===== src/rtl/mc14500_sequencer.sv =====
// rtl/mc14500_sequencer.sv - MC14500 ICU program sequencer; SEQ_STACK_EN adds the return stack
module mc14500_sequencer #(
   parameter int ADDR_W      = 8,
   parameter int STACK_DEPTH = 4
) (
   input  logic              X2,
   input  logic              RST_N,
   output logic [ADDR_W-1:0] ROM_ADDR,
   input  logic [ADDR_W+3:0] ROM_DATA,
   output logic [3:0]        I,
   output logic [3:0]        IO_ADDR,
   input  logic              JMP,
   input  logic              RTN,
   input  logic              FLAG_F,
   input  logic              RESUME,
   output logic              HALTED,
   output logic              STK_ERR
);

   if (STACK_DEPTH < 2 || (STACK_DEPTH & (STACK_DEPTH - 1)) != 0) begin : g_depth_check
      $error("STACK_DEPTH must be a power of two, at least 2");
   end

   logic [ADDR_W-1:0] pc;
   logic [ADDR_W+3:0] ir;
   logic              halted;
   logic [ADDR_W-1:0] pc_inc;

   assign pc_inc = pc + ADDR_W'(1);

`ifdef SEQ_STACK_EN
   localparam int SP_W  = $clog2(STACK_DEPTH);
   localparam int CNT_W = SP_W + 1;

   logic [ADDR_W-1:0] stk [STACK_DEPTH];
   logic [SP_W-1:0]   sp;
   logic [CNT_W-1:0]  cnt;
   logic              stk_err;
   logic [SP_W-1:0]   sp_dec;

   assign sp_dec  = sp - SP_W'(1);
   assign STK_ERR = stk_err;
`else
   assign STK_ERR = 1'b0;
`endif

   always_ff @(posedge X2) begin
      if (!RST_N) begin
         pc     <= '0;
         ir     <= '0;
         halted <= 1'b0;
`ifdef SEQ_STACK_EN
         sp      <= '0;
         cnt     <= '0;
         stk_err <= 1'b0;
`endif
      end else if (halted) begin
         if (RESUME) begin
            halted <= 1'b0;
         end
      end else if (JMP) begin
         // IR still holds the JMP word, so its operand is the target
         pc <= ir[ADDR_W-1:0];
         ir <= ROM_DATA;
`ifdef SEQ_STACK_EN
         // A full stack wraps onto its oldest entry
         stk[sp] <= pc_inc;
         sp      <= sp + SP_W'(1);
         if (cnt == CNT_W'(STACK_DEPTH)) begin
            stk_err <= 1'b1;
         end else begin
            cnt <= cnt + CNT_W'(1);
         end
`endif
      end else if (RTN) begin
         ir <= ROM_DATA;
`ifdef SEQ_STACK_EN
         if (cnt != '0) begin
            pc  <= stk[sp_dec];
            sp  <= sp_dec;
            cnt <= cnt - CNT_W'(1);
         end else begin
            pc      <= '0;
            stk_err <= 1'b1;
         end
`else
         pc <= pc_inc;
`endif
      end else if (FLAG_F) begin
         halted <= 1'b1;
      end else begin
         ir <= ROM_DATA;
         pc <= pc_inc;
      end
   end

   assign ROM_ADDR = pc;
   assign I        = halted ? 4'hF : ir[ADDR_W+3:ADDR_W];
   assign IO_ADDR  = ir[3:0];
   assign HALTED   = halted;

endmodule


===== config.mk =====
export PLATFORM = sky130hd
export DESIGN_NAME = mc14500_sequencer
export DESIGN_NICKNAME = d
export VERILOG_FILES = /design/src/rtl/mc14500_sequencer.sv
export SDC_FILE = /design/constraint.sdc
export NUM_CORES = 1
export LEC_CHECK = 0
export BUFFER_PORTS_ARGS = -buffer_cell sky130_fd_sc_hd__buf_2
export CORE_ASPECT_RATIO = 0.75
export CORE_UTILIZATION = 52
export DETAILED_ROUTE_END_ITERATION = 10
export PLACE_DENSITY = 0.83
export RECOVER_POWER = 100
export SLEW_MARGIN = 5
export SYNTH_ARGS = -nofsm -noshare
export SYNTH_HDL_FRONTEND = slang
export SYNTH_SLANG_ARGS = --single-unit

===== constraint.sdc =====
create_clock -name X2 -period 3.5 [get_ports X2]
set_input_delay 0.7 -clock X2 [delete_from_list [all_inputs] [get_ports X2]]
set_output_delay 0.7 -clock X2 [all_outputs]
set_load 0.005 [all_outputs]

==> results.sh, run 1 <==
export IMPL_status="finished clean"
export IMPL_p_leak_nw=0.511
export IMPL_layout_commonest_cell="nand2_1"
export IMPL_cp_end_kind="flip-flop"
export IMPL_drtPass1Iterations=4
export IMPL_clk_latency_ns=0.30
export IMPL_internal_power_mw=0.337
export IMPL_power_density_mw_per_mm2=406
export IMPL_clkTransAtPathRegs_ns=0.11
export IMPL_grt_overflow=0
export IMPL_synth_seq_area_share_pct=40.3
export IMPL_p_comb_share_pct=17.0
export IMPL_finalSetupTns_ns=0
export IMPL_arrival_ns=2.52
export IMPL_place_area_mm2=0.00114
export IMPL_max_slew_margin_pct=39.8
export IMPL_antennaDiodeCount=0
export IMPL_tightest_slew_ns=0.903
export IMPL_p_clk_share_pct=24.9
export IMPL_ys_ff_latch=21
export IMPL_synth_yosys_warnings=0
export IMPL_dp_hpwl_um=1490
export IMPL_synth_area_mm2=0.00104
export IMPL_wl_per_cell_um=12.0
export IMPL_numCtsBuffers=3
export IMPL_cts_buffer_depth=2
export IMPL_io_buffer_count=34
export IMPL_cts_root_buf="clkbuf_4"
export IMPL_drive_gt1_share_pct=23.9
export IMPL_wl_um=2120
export IMPL_design_area_mm2=0.00115
export IMPL_hold_class="reg -> reg"
export IMPL_cts_hold_buf=0
export IMPL_start_kind="input port"
export IMPL_path_class="in -> reg"
export IMPL_die_h_um=40.8
export IMPL_drc=0
export IMPL_grt_pass1_vias=728
export IMPL_final_cell_mix="nand2_1, buf_2, dfxtp_1"
export IMPL_syn_to_final_growth_pct=10.7
export IMPL_maxSlewViolCount=0
export IMPL_ctsResizeCount=0
export IMPL_fin_util_pct=63.9
export IMPL_switching_share_pct=28.1
export IMPL_pin_count=36
export IMPL_cts_sinks=21
export IMPL_setup_viol=0
export IMPL_period_share_pct=65.8
export IMPL_syn_inst=130
export IMPL_syn_avg_cell_area_um2=8.02
export IMPL_synth_distinct_cells=32
export IMPL_fmax_ghz=0.434
export IMPL_crit_required_ns=3.72
export IMPL_antenna_found_initial=0
export IMPL_rsz0062_at_grt="no"
export IMPL_maxCapViolCount=0
export IMPL_seq_power_share_pct=58.1
export IMPL_cts_setup_buffers=0
export IMPL_fin_crit_ns=2.30
export IMPL_syn_nets=149
export IMPL_final_nets=175
export IMPL_dr_total_vias=943
export IMPL_skew_ns=0.00329
export IMPL_vias_per_cell=5.33
export IMPL_routabilityCongestion=0.854
export IMPL_hold_viol=0
export IMPL_drt_antenna_violating_nets=0
export IMPL_vdd_drop_max_uv=399
export IMPL_layout_setup_ws_ns=1.20
export IMPL_place_ws_ns=1.21
export IMPL_grt_pass1_wl_um=3200
export IMPL_crit_fanout=22
export IMPL_p_switching_mw=0.132
export IMPL_track_usage_pct=20.6
export IMPL_drt_iter0_markers=14
export IMPL_start_util_pct=57.7
export IMPL_grt_max_degree=23
export IMPL_ctsHtreeMaxLevel=1
export IMPL_fp_coreArea_mm2=0.00181
export IMPL_die_x_um=53.7
export IMPL_cts_tree="yes"
export IMPL_rows=13
export IMPL_die_area_mm2=0.00219
## path summary, 6_finish.rpt
check | startpoint | end | slack (ns) | cells after the start
worst max-delay path | JMP | ROM_ADDR[0] | 1.20 | 5
worst min-delay path | ir[10] | ir[10] | 0.46 | 2
worst max register to register | HALTED | ROM_ADDR[0] | 1.90 | 3
worst min register to register | ir[10] | ir[10] | 0.46 | 2
## routing by layer
metal / track usage (%) / part of all wire, %
met5: 0 / 0
met4: 3.95 / 0.57
met3: 6.67 / 6.5
met2: 33.0 / 45
met1: 27.4 / 48
## synth_stat cells
cell	n	area share, %
clkbuf_1	2	0.72
a31oi_1	2	1.2
a21oi_2	1	0.84
nand3_1	2	0.96
dfxtp_1	21	40
nor2_1	4	1.4
a21o_1	2	1.4
o211ai_1	1	0.72
and3_1	1	0.60
nor2_4	1	1.1
o31ai_2	1	1.2
nand2_1	33	12
and3_4	1	1.1
mux2i_1	2	1.9
a211oi_1	3	2.2
a211oi_2	1	1.2
o21ai_0	5	2.4
o31ai_1	2	1.4
o31a_1	1	0.84
ha_1	1	1.2
conb_1	1	0.36
nor3_1	1	0.48
inv_1	2	0.72
buf_4	6	4.3
or2_2	4	2.4
nand4_1	2	1.2
a21oi_1	18	8.6
buf_2	2	0.96
a311oi_1	1	0.84
nand3_2	1	0.96
nand2b_1	2	1.2
buf_6	3	3.2
## state kept, by name, summed over array words and instances, names as in the netlist
name,cells
ROM_ADDR,8
HALTED,1
ir,12
## stage by stage
step / hold WS (ns) / total power [mW] / std cells
6_report: 0.464 / 0.469 / 177
3_5_place_dp: 0.451 / 0.361 / 173
2_1_floorplan: 0.432 / 0.337 / 130
5_1_grt: 0.478 / 0.493 / 177
3_3_place_gp: 0.438 / 0.358 / 173
4_1_cts: 0.468 / 0.475 / 177
## critical path: stages
cell      delay (ns)
clkbuf_1        0.60
nor2_4          0.08
a21oi_2         0.71
a21oi_1         0.14
a311oi_1        0.28
## final cells by class
| class | count | area (um2) |
|---|---|---|
| inverters | 2 | 7.51 |
| clock buffers | 4 | 26.3 |
| flip-flops and latches | 21 | 420 |
| fillers | 171 | 652 |
| well taps | 22 | 27.5 |
| repair buffers | 34 | 159 |
| multi-input cells | 94 | 513 |
## cell families after synthesis
group / share of synthesized area (%)
adder cells (fa/ha/maj): 1.20
other: 0.360
flip-flops: 40.3
AO/OA/AOI/OAI: 22.9
multiplexers: 1.92
AND/OR/NAND/NOR: 23.3
buffers and inverters: 9.96
## power groups by stage
stage	Combinational, mW	Clock (mW)	Sequential [mW]
3_3_place_gp	0.0813	0	0.277
3_5_place_dp	0.0831	0	0.278
5_1_grt	0.0906	0.128	0.275
2_1_floorplan	0.0628	0	0.275
4_1_cts	0.0834	0.120	0.272
6_report	0.0798	0.117	0.272
(Power assumes the default switching activity.)
==> run 2: changes to the inputs <==
--- a/config.mk
+++ b/config.mk
@@ -7,9 +7,9 @@
 export LEC_CHECK = 0
 export BUFFER_PORTS_ARGS = -buffer_cell sky130_fd_sc_hd__buf_2
 export CORE_ASPECT_RATIO = 0.75
-export CORE_UTILIZATION = 52
+export CORE_UTILIZATION = 48
 export DETAILED_ROUTE_END_ITERATION = 10
-export PLACE_DENSITY = 0.83
+export PLACE_DENSITY = 0.77
 export RECOVER_POWER = 100
 export SLEW_MARGIN = 5
 export SYNTH_ARGS = -nofsm -noshare
==> constraint.sdc (replaced) <==
create_clock -name X2 -period 2.36 [get_ports X2]
set_input_delay 0.472 -clock X2 [delete_from_list [all_inputs] [get_ports X2]]
set_output_delay 0.472 -clock X2 [all_outputs]
set_load 0.005 [all_outputs]
==> results.sh, run 2 (synthesis results as in run 1) <==
export IMPL_cts_hold_buf=0
export IMPL_antennaDiodeCount=0
export IMPL_crit_slowest_cell="a21oi_1"
export IMPL_fmax_ghz=0.558
export IMPL_drive_gt1_share_pct=28.7
export IMPL_p_switching_mw=0.197
export IMPL_p_leak_nw=0.545
export IMPL_busiest_layer="met2"
export IMPL_wl_per_cell_um=12.1
export IMPL_design_area_mm2=0.00117
export IMPL_place_ws_ns=0.522
export IMPL_arrival_ns=2.00
export IMPL_ctsResizeCount=0
export IMPL_clkTransAtPathRegs_ns=0.11
export IMPL_use_met2_pct=29.4
export IMPL_largest_reg_flops=12
export IMPL_routabilityCongestion=0.807
export IMPL_die_h_um=42.4
export IMPL_hold_class="in -> reg"
export IMPL_grt_max_degree=21
export IMPL_p_clk_share_pct=24.6
export IMPL_place_area_mm2=0.00116
export IMPL_skew_ns=0.00186
export IMPL_regToRegSetupSlack_ns=0.72
export IMPL_switching_share_pct=28.0
export IMPL_grt_pass1_vias=806
export IMPL_internal_power_mw=0.505
export IMPL_track_usage_pct=18.2
export IMPL_finalSetupTns_ns=0
export IMPL_status="finished clean"
export IMPL_n_fill_cell=181
export IMPL_cts_tree="yes"
export IMPL_start_util_pct=51.3
export IMPL_regMostFlops="ir"
export IMPL_die_area_mm2=0.00236
export IMPL_layout_commonest_cell="nand2_1"
export IMPL_rows=14
export IMPL_worst_path_largest_cell_delay_ns=0.57
export IMPL_rsz0062_at_grt="no"
export IMPL_fin_util_pct=57.8
export IMPL_cp_end_kind="flip-flop"
export IMPL_pin_count=36
export IMPL_seq_power_share_pct=57.6
export IMPL_wl_um=2190
export IMPL_drt_iter0_markers=40
export IMPL_vias_per_cell=5.41
export IMPL_drc=0
export IMPL_cts_sinks=21
export IMPL_antenna_found_initial=0
export IMPL_final_nets=177
export IMPL_p_comb_share_pct=17.8
export IMPL_grt_pass1_wl_um=3340
export IMPL_fin_crit_ns=1.79
export IMPL_start_kind="input port"
export IMPL_fp_coreArea_mm2=0.00203
export IMPL_path_class="in -> reg"
export IMPL_cp_common_cell="a21oi_1"
export IMPL_maxCapViolCount=0
export IMPL_crit_start="JMP"
export IMPL_use_met3_pct=6.79
export IMPL_clk_latency_ns=0.30
export IMPL_drt_antenna_violating_nets=0
export IMPL_grt_overflow=0
export IMPL_setup_viol=0
export IMPL_vdd_drop_max_uv=421
export IMPL_numCtsBuffers=3
export IMPL_io_buffer_count=34
export IMPL_dp_hpwl_um=1530
export IMPL_maxSlewViolCount=0
export IMPL_cts_root_buf="clkbuf_4"
export IMPL_cts_setup_buffers=0
export IMPL_hold_viol=0
export IMPL_max_slew_margin_pct=55.1
export IMPL_dr_total_vias=979
export IMPL_power_density_mw_per_mm2=598
export IMPL_hold_start="RESUME"
export IMPL_drtPass1Iterations=4
export IMPL_period_share_pct=76.0
export IMPL_layout_setup_ws_ns=0.568
export IMPL_tightest_slew_ns=0.673
export IMPL_rr_startpoint="HALTED"
export IMPL_crit_required_ns=2.57
export IMPL_cts_buffer_depth=2
export IMPL_ctsHtreeMaxLevel=1
export IMPL_syn_to_final_growth_pct=12.6
export IMPL_crit_chain="buf_2, nor2_1, a21oi_1, buf_4, a21oi_1, a211oi_1"
export IMPL_globalRouteMet1Util_pct=22.5
export IMPL_die_x_um=55.8
export IMPL_crit_fanout=18
export IMPL_final_cell_mix="nand2_1, buf_2, dfxtp_1"
## run 2: per-layer routing
layer  vias to the layer above  routed length [um]
met5                         -                   0
li1                        494                   -
met2                        31                1000
met3                         2                 124
met4                         0                  18
met1                       452                1050
## run 2: critical path: cells and delay by family
kind	cells	cell delay, ns
and+or+nand+nor	1	0.11
AOI/OAI and AO/OA	3	0.87
buffers and inverters	2	0.55
## run 2: cell type report
class                           count  area (um2)  share of cell area, %
Sequential cell                    21         420                   35.8
Tap cell                           24        30.0                   2.56
Multi-Input combinational cell     94         507                   43.2
Inverter                            2        7.51                  0.640
Clock buffer                        4        26.3                   2.24
Timing Repair Buffer               36         183                   15.6
## run 2: power by group through the flow
stage                     sequential [mW]  clock, mW  combinational (mW)
after floorplan                     0.407          0              0.0931
after global placement              0.410          0               0.125
after detailed placement            0.412          0               0.128
after CTS                           0.404      0.177               0.128
after global routing                0.408      0.194               0.139
final                               0.404      0.173               0.125
## run 2: stage by stage
step / power [mW] / hold WS (ns) / std cells
final: 0.701 / 0.340 / 181
after global routing: 0.741 / 0.330 / 181
after CTS: 0.708 / 0.335 / 181
after detailed placement: 0.539 / 0.451 / 177
after global placement: 0.535 / 0.439 / 177
after floorplan: 0.500 / 0.432 / 130
## run 2: final timing paths
kind,endpoint,cells after the start
min,HALTED,2
max,ROM_ADDR[5],6
max reg2reg,ROM_ADDR[5],4
min reg2reg,ir[10],2
